--- src/rtl/tetris_input_sched_if.sv ---
// Handshake bundle between the PS/2 driver, the input scheduler and the game FSM.
interface tetris_input_sched_if;
   logic       valid;
   logic       makeBreak;
   logic [7:0] outCode;
   logic       cmd_ready;
   logic       cmd_valid;
   logic [2:0] cmd;
   logic [4:0] held;
   logic       dropped;

   modport master (
      output valid, makeBreak, outCode, cmd_ready,
      input  cmd_valid, cmd, held, dropped
   );

   modport slave (
      input  valid, makeBreak, outCode, cmd_ready,
      output cmd_valid, cmd, held, dropped
   );
endinterface

--- src/rtl/tetris_input_sched.sv ---
// Turns PS/2 make/break codes into prioritised Tetris command tokens for the game FSM.
// Define TETRIS_KEY_REPEAT_EN to add DAS/ARR auto-repeat on LEFT, RIGHT and SOFT.
module tetris_input_sched #(
   parameter int unsigned DAS_DELAY  = 8000000,
   parameter int unsigned ARR_PERIOD = 2500000,
   parameter logic [7:0]  KC_LEFT    = 8'h6B,
   parameter logic [7:0]  KC_RIGHT   = 8'h74,
   parameter logic [7:0]  KC_ROT     = 8'h75,
   parameter logic [7:0]  KC_SOFT    = 8'h72,
   parameter logic [7:0]  KC_HARD    = 8'h29
) (
   input  logic                  clk,
   input  logic                  reset,
   tetris_input_sched_if.slave   bus
);

   localparam int unsigned NKEYS = 5;
   localparam logic [7:0] KEY_CODES [NKEYS] = '{KC_LEFT, KC_RIGHT, KC_ROT, KC_SOFT, KC_HARD};

   typedef enum logic {KEY_UNPRESSED, KEY_HELD} key_state_e;

   key_state_e       key_q [NKEYS];
   key_state_e       key_d [NKEYS];
   logic [NKEYS-1:0] pending_q, pending_d;
   logic             cmd_valid_q, cmd_valid_d;
   logic [2:0]       cmd_q, cmd_d;
   logic             dropped_q, dropped_d;

   logic [NKEYS-1:0] make_hit;
   logic [NKEYS-1:0] break_hit;
   logic [NKEYS-1:0] rpt_fire;
   logic [NKEYS-1:0] events;
   logic [NKEYS-1:0] clear_mask;
   logic [NKEYS-1:0] held_bits;
   logic             load;
   logic             sel_any;
   logic [2:0]       sel_idx;

   // Only the UNPRESSED->HELD edge counts as a press; typematic resends and stray breaks fall through.
   always_comb begin
      make_hit  = '0;
      break_hit = '0;
      held_bits = '0;
      for (int k = 0; k < NKEYS; k++) begin
         key_d[k]     = key_q[k];
         held_bits[k] = (key_q[k] == KEY_HELD);
         if (bus.valid && (bus.outCode == KEY_CODES[k])) begin
            make_hit[k]  = bus.makeBreak  && (key_q[k] == KEY_UNPRESSED);
            break_hit[k] = !bus.makeBreak && (key_q[k] == KEY_HELD);
         end
         if (make_hit[k]) begin
            key_d[k] = KEY_HELD;
         end else if (break_hit[k]) begin
            key_d[k] = KEY_UNPRESSED;
         end
      end
   end

`ifdef TETRIS_KEY_REPEAT_EN
   localparam int unsigned CNT_MAX  = (DAS_DELAY > ARR_PERIOD) ? DAS_DELAY : ARR_PERIOD;
   localparam int          CW       = $clog2(CNT_MAX + 1);
   localparam logic [NKEYS-1:0] RPT_KEYS = 5'b01011;

   logic [CW-1:0] rpt_q [NKEYS];
   logic [CW-1:0] rpt_d [NKEYS];

   // A break on the same edge the counter expires wins, so a released key never repeats.
   always_comb begin
      rpt_fire = '0;
      for (int k = 0; k < NKEYS; k++) begin
         rpt_d[k] = rpt_q[k];
         if (!RPT_KEYS[k]) begin
            rpt_d[k] = '0;
         end else if (make_hit[k]) begin
            rpt_d[k] = CW'(DAS_DELAY - 1);
         end else if (break_hit[k] || (key_q[k] == KEY_UNPRESSED)) begin
            rpt_d[k] = '0;
         end else if (rpt_q[k] == '0) begin
            rpt_fire[k] = 1'b1;
            rpt_d[k]    = CW'(ARR_PERIOD - 1);
         end else begin
            rpt_d[k] = rpt_q[k] - 1'b1;
         end
      end
   end

   always_ff @(posedge clk) begin
      for (int k = 0; k < NKEYS; k++) begin
         if (reset) begin
            rpt_q[k] <= '0;
         end else begin
            rpt_q[k] <= rpt_d[k];
         end
      end
   end
`else
   assign rpt_fire = '0;
`endif

   assign events = make_hit | rpt_fire;
   assign load   = !cmd_valid_q || bus.cmd_ready;

   // Lowest index wins, giving LEFT > RIGHT > ROT > SOFT > HARD.
   always_comb begin
      sel_any = 1'b0;
      sel_idx = '0;
      for (int k = NKEYS - 1; k >= 0; k--) begin
         if (pending_q[k]) begin
            sel_any = 1'b1;
            sel_idx = 3'(k);
         end
      end
   end

   always_comb begin
      clear_mask  = '0;
      cmd_valid_d = cmd_valid_q;
      cmd_d       = cmd_q;
      if (load) begin
         cmd_valid_d = sel_any;
         cmd_d       = sel_any ? (sel_idx + 3'd1) : 3'd0;
         if (sel_any) begin
            clear_mask[sel_idx] = 1'b1;
         end
      end
      pending_d = (pending_q & ~clear_mask) | events;
      dropped_d = |(events & pending_q & ~clear_mask);
   end

   always_ff @(posedge clk) begin
      if (reset) begin
         for (int k = 0; k < NKEYS; k++) begin
            key_q[k] <= KEY_UNPRESSED;
         end
         pending_q   <= '0;
         cmd_valid_q <= 1'b0;
         cmd_q       <= '0;
         dropped_q   <= 1'b0;
      end else begin
         for (int k = 0; k < NKEYS; k++) begin
            key_q[k] <= key_d[k];
         end
         pending_q   <= pending_d;
         cmd_valid_q <= cmd_valid_d;
         cmd_q       <= cmd_d;
         dropped_q   <= dropped_d;
      end
   end

   assign bus.cmd_valid = cmd_valid_q;
   assign bus.cmd       = cmd_q;
   assign bus.held      = held_bits;
   assign bus.dropped   = dropped_q;

endmodule

--- src/flat_wrapper.sv ---
// flat-port wrapper written by rule: the top's interface ports become plain ports
module tetris_input_sched_flat 
#(
   parameter int unsigned DAS_DELAY  = 8000000,
   parameter int unsigned ARR_PERIOD = 2500000,
   parameter logic [7:0]  KC_LEFT    = 8'h6B,
   parameter logic [7:0]  KC_RIGHT   = 8'h74,
   parameter logic [7:0]  KC_ROT     = 8'h75,
   parameter logic [7:0]  KC_SOFT    = 8'h72,
   parameter logic [7:0]  KC_HARD    = 8'h29
)
  (clk, reset, bus_valid, bus_makeBreak, bus_outCode, bus_cmd_ready, bus_cmd_valid, bus_cmd, bus_held, bus_dropped);
  tetris_input_sched_if bus_i ();
  input  logic clk;
  input  logic reset;
  input wire logic [$bits(bus_i.valid)-1:0] bus_valid;
  input wire logic [$bits(bus_i.makeBreak)-1:0] bus_makeBreak;
  input wire logic [$bits(bus_i.outCode)-1:0] bus_outCode;
  input wire logic [$bits(bus_i.cmd_ready)-1:0] bus_cmd_ready;
  output wire logic [$bits(bus_i.cmd_valid)-1:0] bus_cmd_valid;
  output wire logic [$bits(bus_i.cmd)-1:0] bus_cmd;
  output wire logic [$bits(bus_i.held)-1:0] bus_held;
  output wire logic [$bits(bus_i.dropped)-1:0] bus_dropped;
  assign bus_i.valid = bus_valid;
  assign bus_i.makeBreak = bus_makeBreak;
  assign bus_i.outCode = bus_outCode;
  assign bus_i.cmd_ready = bus_cmd_ready;
  assign bus_cmd_valid = bus_i.cmd_valid;
  assign bus_cmd = bus_i.cmd;
  assign bus_held = bus_i.held;
  assign bus_dropped = bus_i.dropped;
  tetris_input_sched #(.DAS_DELAY(DAS_DELAY), .ARR_PERIOD(ARR_PERIOD), .KC_LEFT(KC_LEFT), .KC_RIGHT(KC_RIGHT), .KC_ROT(KC_ROT), .KC_SOFT(KC_SOFT), .KC_HARD(KC_HARD)) u_core (.clk(clk), .reset(reset), .bus(bus_i));
endmodule
--- config.mk ---
export PLATFORM = sky130hd
export DESIGN_NAME = tetris_input_sched_flat
export DESIGN_NICKNAME = d
export VERILOG_FILES = /design/src/rtl/tetris_input_sched_if.sv /design/src/rtl/tetris_input_sched.sv /design/src/flat_wrapper.sv
export SDC_FILE = /design/constraint.sdc
export NUM_CORES = 1
export LEC_CHECK = 0
export CAP_MARGIN = 25
export CORE_ASPECT_RATIO = 1.1
export CORE_UTILIZATION = 34
export CTS_BUF_LIST = sky130_fd_sc_hd__clkbuf_4 sky130_fd_sc_hd__clkbuf_8 sky130_fd_sc_hd__clkbuf_16
export DETAILED_ROUTE_END_ITERATION = 12
export GPL_ROUTABILITY_DRIVEN = 0
export GPL_TIMING_DRIVEN = 0
export REMOVE_ABC_BUFFERS = 1
export SYNTH_ARGS = -nofsm -noshare
export SYNTH_HDL_FRONTEND = slang
export SYNTH_SLANG_ARGS = --single-unit
--- constraint.sdc ---
create_clock -name clk -period 1.65 [get_ports clk]
set_input_delay 0.33 -clock clk [delete_from_list [all_inputs] [get_ports clk]]
set_output_delay 0.33 -clock clk [all_outputs]
set_load 0.02 [all_outputs]
==> Yosys cells after proc, flatten, opt, wreduce, memory -nomap -nowiden <==
Memory sizes are Yosys's and may differ from the RTL's.
Index checks and enable logic that the tools add are counted.
{ "op_classes": {"addsub": 1, "order_cmp": 2, "n_eq_ne": 5, "n_mux": 43, "bitwise_logic": 15, "n_reduce_logical": 20} }
{ "ops": {"columns": ["op", "n"], "rows": [
  ["two-way mux 1 bit", 34],
  ["equality test 8 x 7 -> 1 bit, second input constant", 4],
  ["two-way mux 3 bit", 6],
  ["logical AND 1 bit", 16],
  ["bitwise AND 5 bit", 3],
  ["two-way mux 5 bit", 2],
  ["equality test 8 x 6 -> 1 bit, second input constant", 1],
  ["inverter 1 bit", 5],
  ["inverter 5 bit", 1],
  ["OR 1 bit", 5],
  ["OR 5 bit", 1],
  ["OR reduction 5 bit", 1],
  ["< comparator 3 x 4 -> 1 bit, second input constant", 1],
  ["adder 3 x 1 -> 3 bit, second input constant", 1],
  ["demux 1 bit (select 3 bit)", 1],
  [">= comparator 3 x 1 -> 1 bit, second input constant", 1],
  ["zero test 1 bit", 2],
  ["logical OR 1 bit", 1]
]} }
{ "word_totals": {"regBits": 10, "ramBits": 5, "memories": 1} }
{ "mem_list": {"columns": ["memory", "depth", "width", "rd", "rd_clocked_by_memory_dff", "wr", "line_no", "text"], "rows": [
  ["u_core.key_q", 5, 1, 5, 0, 5, "tetris_input_sched.sv:22", "key_state_e key_q [NKEYS];"]
]} }

==> Depth between registers and ports, before layout <==
Gate-level depths: netlist (run 1).
{ "logic_depth": {"depth_word": 14, "mapped_depth": 7} }

==> Worst setup path before layout (run 1) <==
No wires, ideal clock.
{ "synth_timing": {"kind": "reg-to-reg", "start": "reg u_core.cmd_valid_q, in the netlist u_core.bus.cmd_valid", "end": "reg u_core.dropped_q, in the netlist u_core.bus.dropped", "arrival_time_ns": 1.246, "slack_ns": 0.284, "stages_incl_launch_ff": 7, "n_path_buf": 1, "cell_sequence": "dfxtp_1 > nor2b_1 > buf_6 > o211a_1 > o21ai_0 > a21boi_1 > o31a_1"} }
{ "synth_between": {"elab_chain_len": 6} }
{ "synth_lines": {"columns": ["item", "line_no", "text"], "rows": [
  ["start, declared", "tetris_input_sched.sv:25", "logic cmd_valid_q, cmd_valid_d;"],
  ["start signal, assigned", "tetris_input_sched.sv:144", "cmd_valid_q <= cmd_valid_d;"],
  ["zero test 1 bit", "tetris_input_sched.sv:101", "assign load = !cmd_valid_q || bus.cmd_ready;"],
  ["logical OR 1 bit", "tetris_input_sched.sv:101", null],
  ["two-way mux 5 bit", "tetris_input_sched.sv:119", "if (load) begin"],
  ["inverter 5 bit", "tetris_input_sched.sv:127", "dropped_d = |(events & pending_q & ~clear_mask);"],
  ["bitwise AND 5 bit", "tetris_input_sched.sv:127", null],
  ["OR reduction 5 bit", "tetris_input_sched.sv:127", null],
  ["end signal, assigned", "tetris_input_sched.sv:146", "dropped_q <= dropped_d;"],
  ["end, declared", "tetris_input_sched.sv:27", "logic dropped_q, dropped_d;"]
]} }
Every way passes these cells.
A chain may end at the register's enable or synchronous reset.

==> results.ini, run 1 <==
[power]
p_switching_mw = 0.151
pwr-share-clk = 0.348
swShare = 0.229
p_leak_nw = 0.472
power.internal_mw = 0.507
p_total_mw = 0.658
seq_power_share = 0.550
vdd_drop_max_v = 0.000383
p_per_area_nw_per_um2 = 592
power_frac_comb = 0.102

[drt]
ant_nets = 0
drc = 0
via_count = 723
wirelength_mm = 1.71
viasPerCell = 4.99
drtPass1Iterations = 4
avgRoutedWirePerCell_um = 11.8
route.met2.wl_um = 837
wl_met1_um = 816
drtIter0Drc = 8
top_layer_used = met4
wl_met3_um = 44

[sta]
setup_viol = 0
max_clock_freq_mhz = 635
hold_viol = 0
worst_slew_pin_slew_ps = 591
period_share = 0.954
max_slew_margin = 0.605
setup-tns-final_ps = 0
worst_slack_ps = 75.7
min_period_ps = 1570
report.final.slew_viol_count = 0
clock_skew_ps = 3.84

[synth]
synth_top_area_cell = dfxtp_1
ys_seq_area_frac = 0.348
synth-edff-count = 0
syn-instance-count = 96
synth_common_cells = dfxtp_1 (15), nor2_1 (12), nand2_1 (8)
synth_most_common_cell = dfxtp_1
ys_warn_count = 0
syn-cell-area_um2 = 863
ys_top_cells_by_area = dfxtp_1 (35%), mux2i_1 (5.8%), nor2_1 (5.2%)
avgSynthCellArea_um2 = 8.99
synth_top_area_share = 0.348
yosys_most_used_dff = dfxtp_1
async_flop_share = 0
synth_cell_type_count = 39
synth.ff_latch_count = 15

[critical_path]
reg2reg_to = u_core.bus.cmd[2]
reg2reg_setup_slack_ps = 270
slowest_stage = clkdlybuf4s50_1
crit_buf_inv = 1
r2r_start = u_core.pending_q[2]
cp-end-kind = output port
critical_path.top_delay_family = buffers and inverters
path_class = flop to output port
critPathLaunchType = flop
critPathArrivalTime_ps = 1240
critPathRequiredTime_ps = 1320
worst-r2r-cell-count = 7
cpPeakStageDelay_ps = 610
path_cells = clkdlybuf4s50_1
worstPathMaxFanout = 3

[worst_hold_path]
holdPathStages = 2
hold_path_class = flop to flop
worst_hold_path.endpoint = u_core.bus.cmd[0]
min_from = u_core.bus.cmd[0]

[placement]
dpl_worst_slack_ps = -345
post_dp_cell_area_um2 = 1060
dpl.hpwl_mm = 1.27
port-buffer-count = 22

[die]
dieArea_um2 = 2740
coreArea_um2 = 2320
start_util = 0.372
die_w_um = 50.0
rows = 18
die_h_um = 54.9
io_pins = 23

[cells_and_area]
area_growth_syn_to_layout_pct = 28.8
multi_input_area_um2 = 494
regArea_um2 = 300
final_cell_area_um2 = 1110
diodes = 0
fin_nets = 130
drive_gt1_frac = 0.157
fill_cells = 236

[clock_tree]
clock_sinks = 15
clock_path_buffers = 2
cts_tree = built
clk_pin_slew_worst_paths_ps = 90
clk_latency_ps = 280
clock-root-buffer = clkbuf_4
hold_buffers = 0
cts-buffers-inserted = 3
h-tree-depth = 1

[flow_run]
max_cap_viol_count = 0

[global_route]
antenna_found_initial = 0
grt_pass1_vias = 702
grt_max_degree = 16
grt_pass1_wl_mm = 2.98
grt_usage = 0.145
gr-total-overflow = 0

[status]
status = finished clean

## worst max path at each step
stage	end	depth (start not counted)
final	bus_held[2]	1
after global routing	flop	6
after CTS	bus_held[1]	1
after detailed placement	u_core.bus.dropped	6
after global placement	u_core.bus.dropped	6
after floorplan	u_core.bus.dropped	5
## power groups by stage
stage	clock network, mW	registers, mW	logic, mW
6_report	0.229	0.362	0.0672
5_1_grt	0.261	0.363	0.0717
3_5_place_dp	0	0.371	0.0676
3_3_place_gp	0	0.371	0.0664
2_1_floorplan	0	0.371	0.0189
4_1_cts	0.241	0.362	0.0668
## area by class of cell
type,count,area share
Tap cell,30,0.0337
Timing Repair Buffer,24,0.215
Inverter,3,0.0101
Clock buffer,4,0.0270
Multi-Input combinational cell,69,0.444
Sequential cell,15,0.270
## per-layer routing
layer / global-route usage / vias to the layer above
li1: - / 373
met1: 0.174 / 336
met2: 0.251 / 12
met3: 0.0250 / 2
met4: 0.0714 / 0
met5: 0 / -
## cell families (layout without fill, tap and decap cells)
| family | Yosys count | count (layout) | synth area share |
|---|---|---|---|
| buf+inv | 12 | 31 | 0.0855 |
| mux | 5 | 5 | 0.0580 |
| compound gates | 20 | 20 | 0.145 |
| fa+ha+maj | 1 | 1 | 0.0145 |
| flops | 15 | 15 | 0.348 |
| simple gates | 43 | 43 | 0.349 |
## stage by stage
step	hold WS, ps	instances	utilization
floorplan	399	87	-
global placement	441	139	0.456
detailed placement	449	139	0.456
CTS	463	143	0.469
global route	492	145	0.480
finish	459	145	0.480
## cell usage in the layout (no fill, tap or decap), types with 3 or more instances in the layout
master	n
a21oi_1	7
clkbuf_4	4
clkdlybuf4s50_1	19
dfxtp_1	15
mux2i_1	5
nand2_1	7
nor2_1	12
nor3_1	3
o21ai_0	3
## what timing repair did
action                     4_1_cts  5_1_grt
pin swaps                        0        1
setup endpoints to repair        1        3
gates resized for setup          1        4
setup buffers                    0        2
Note: power is estimated with default switching activity, not from simulation.
==> run 2: changes to the inputs <==
Settings changed: TNS_END_PERCENT from default to 10.
==> results of run 2 <==
Final layout, timing and power as in run 1 (identical DEF).
==> run 3: changes to the inputs <==
Settings changed: CTS_BUF_LIST sky130_fd_sc_hd__clkbuf_4 sky130_fd_sc_hd__clkbuf_8 sky130_fd_sc_hd__clkbuf_16 to sky130_fd_sc_hd__clkbuf_4 sky130_fd_sc_hd__clkbuf_8.
==> results of run 3 <==
Final layout, timing and power as in run 1 (identical DEF).
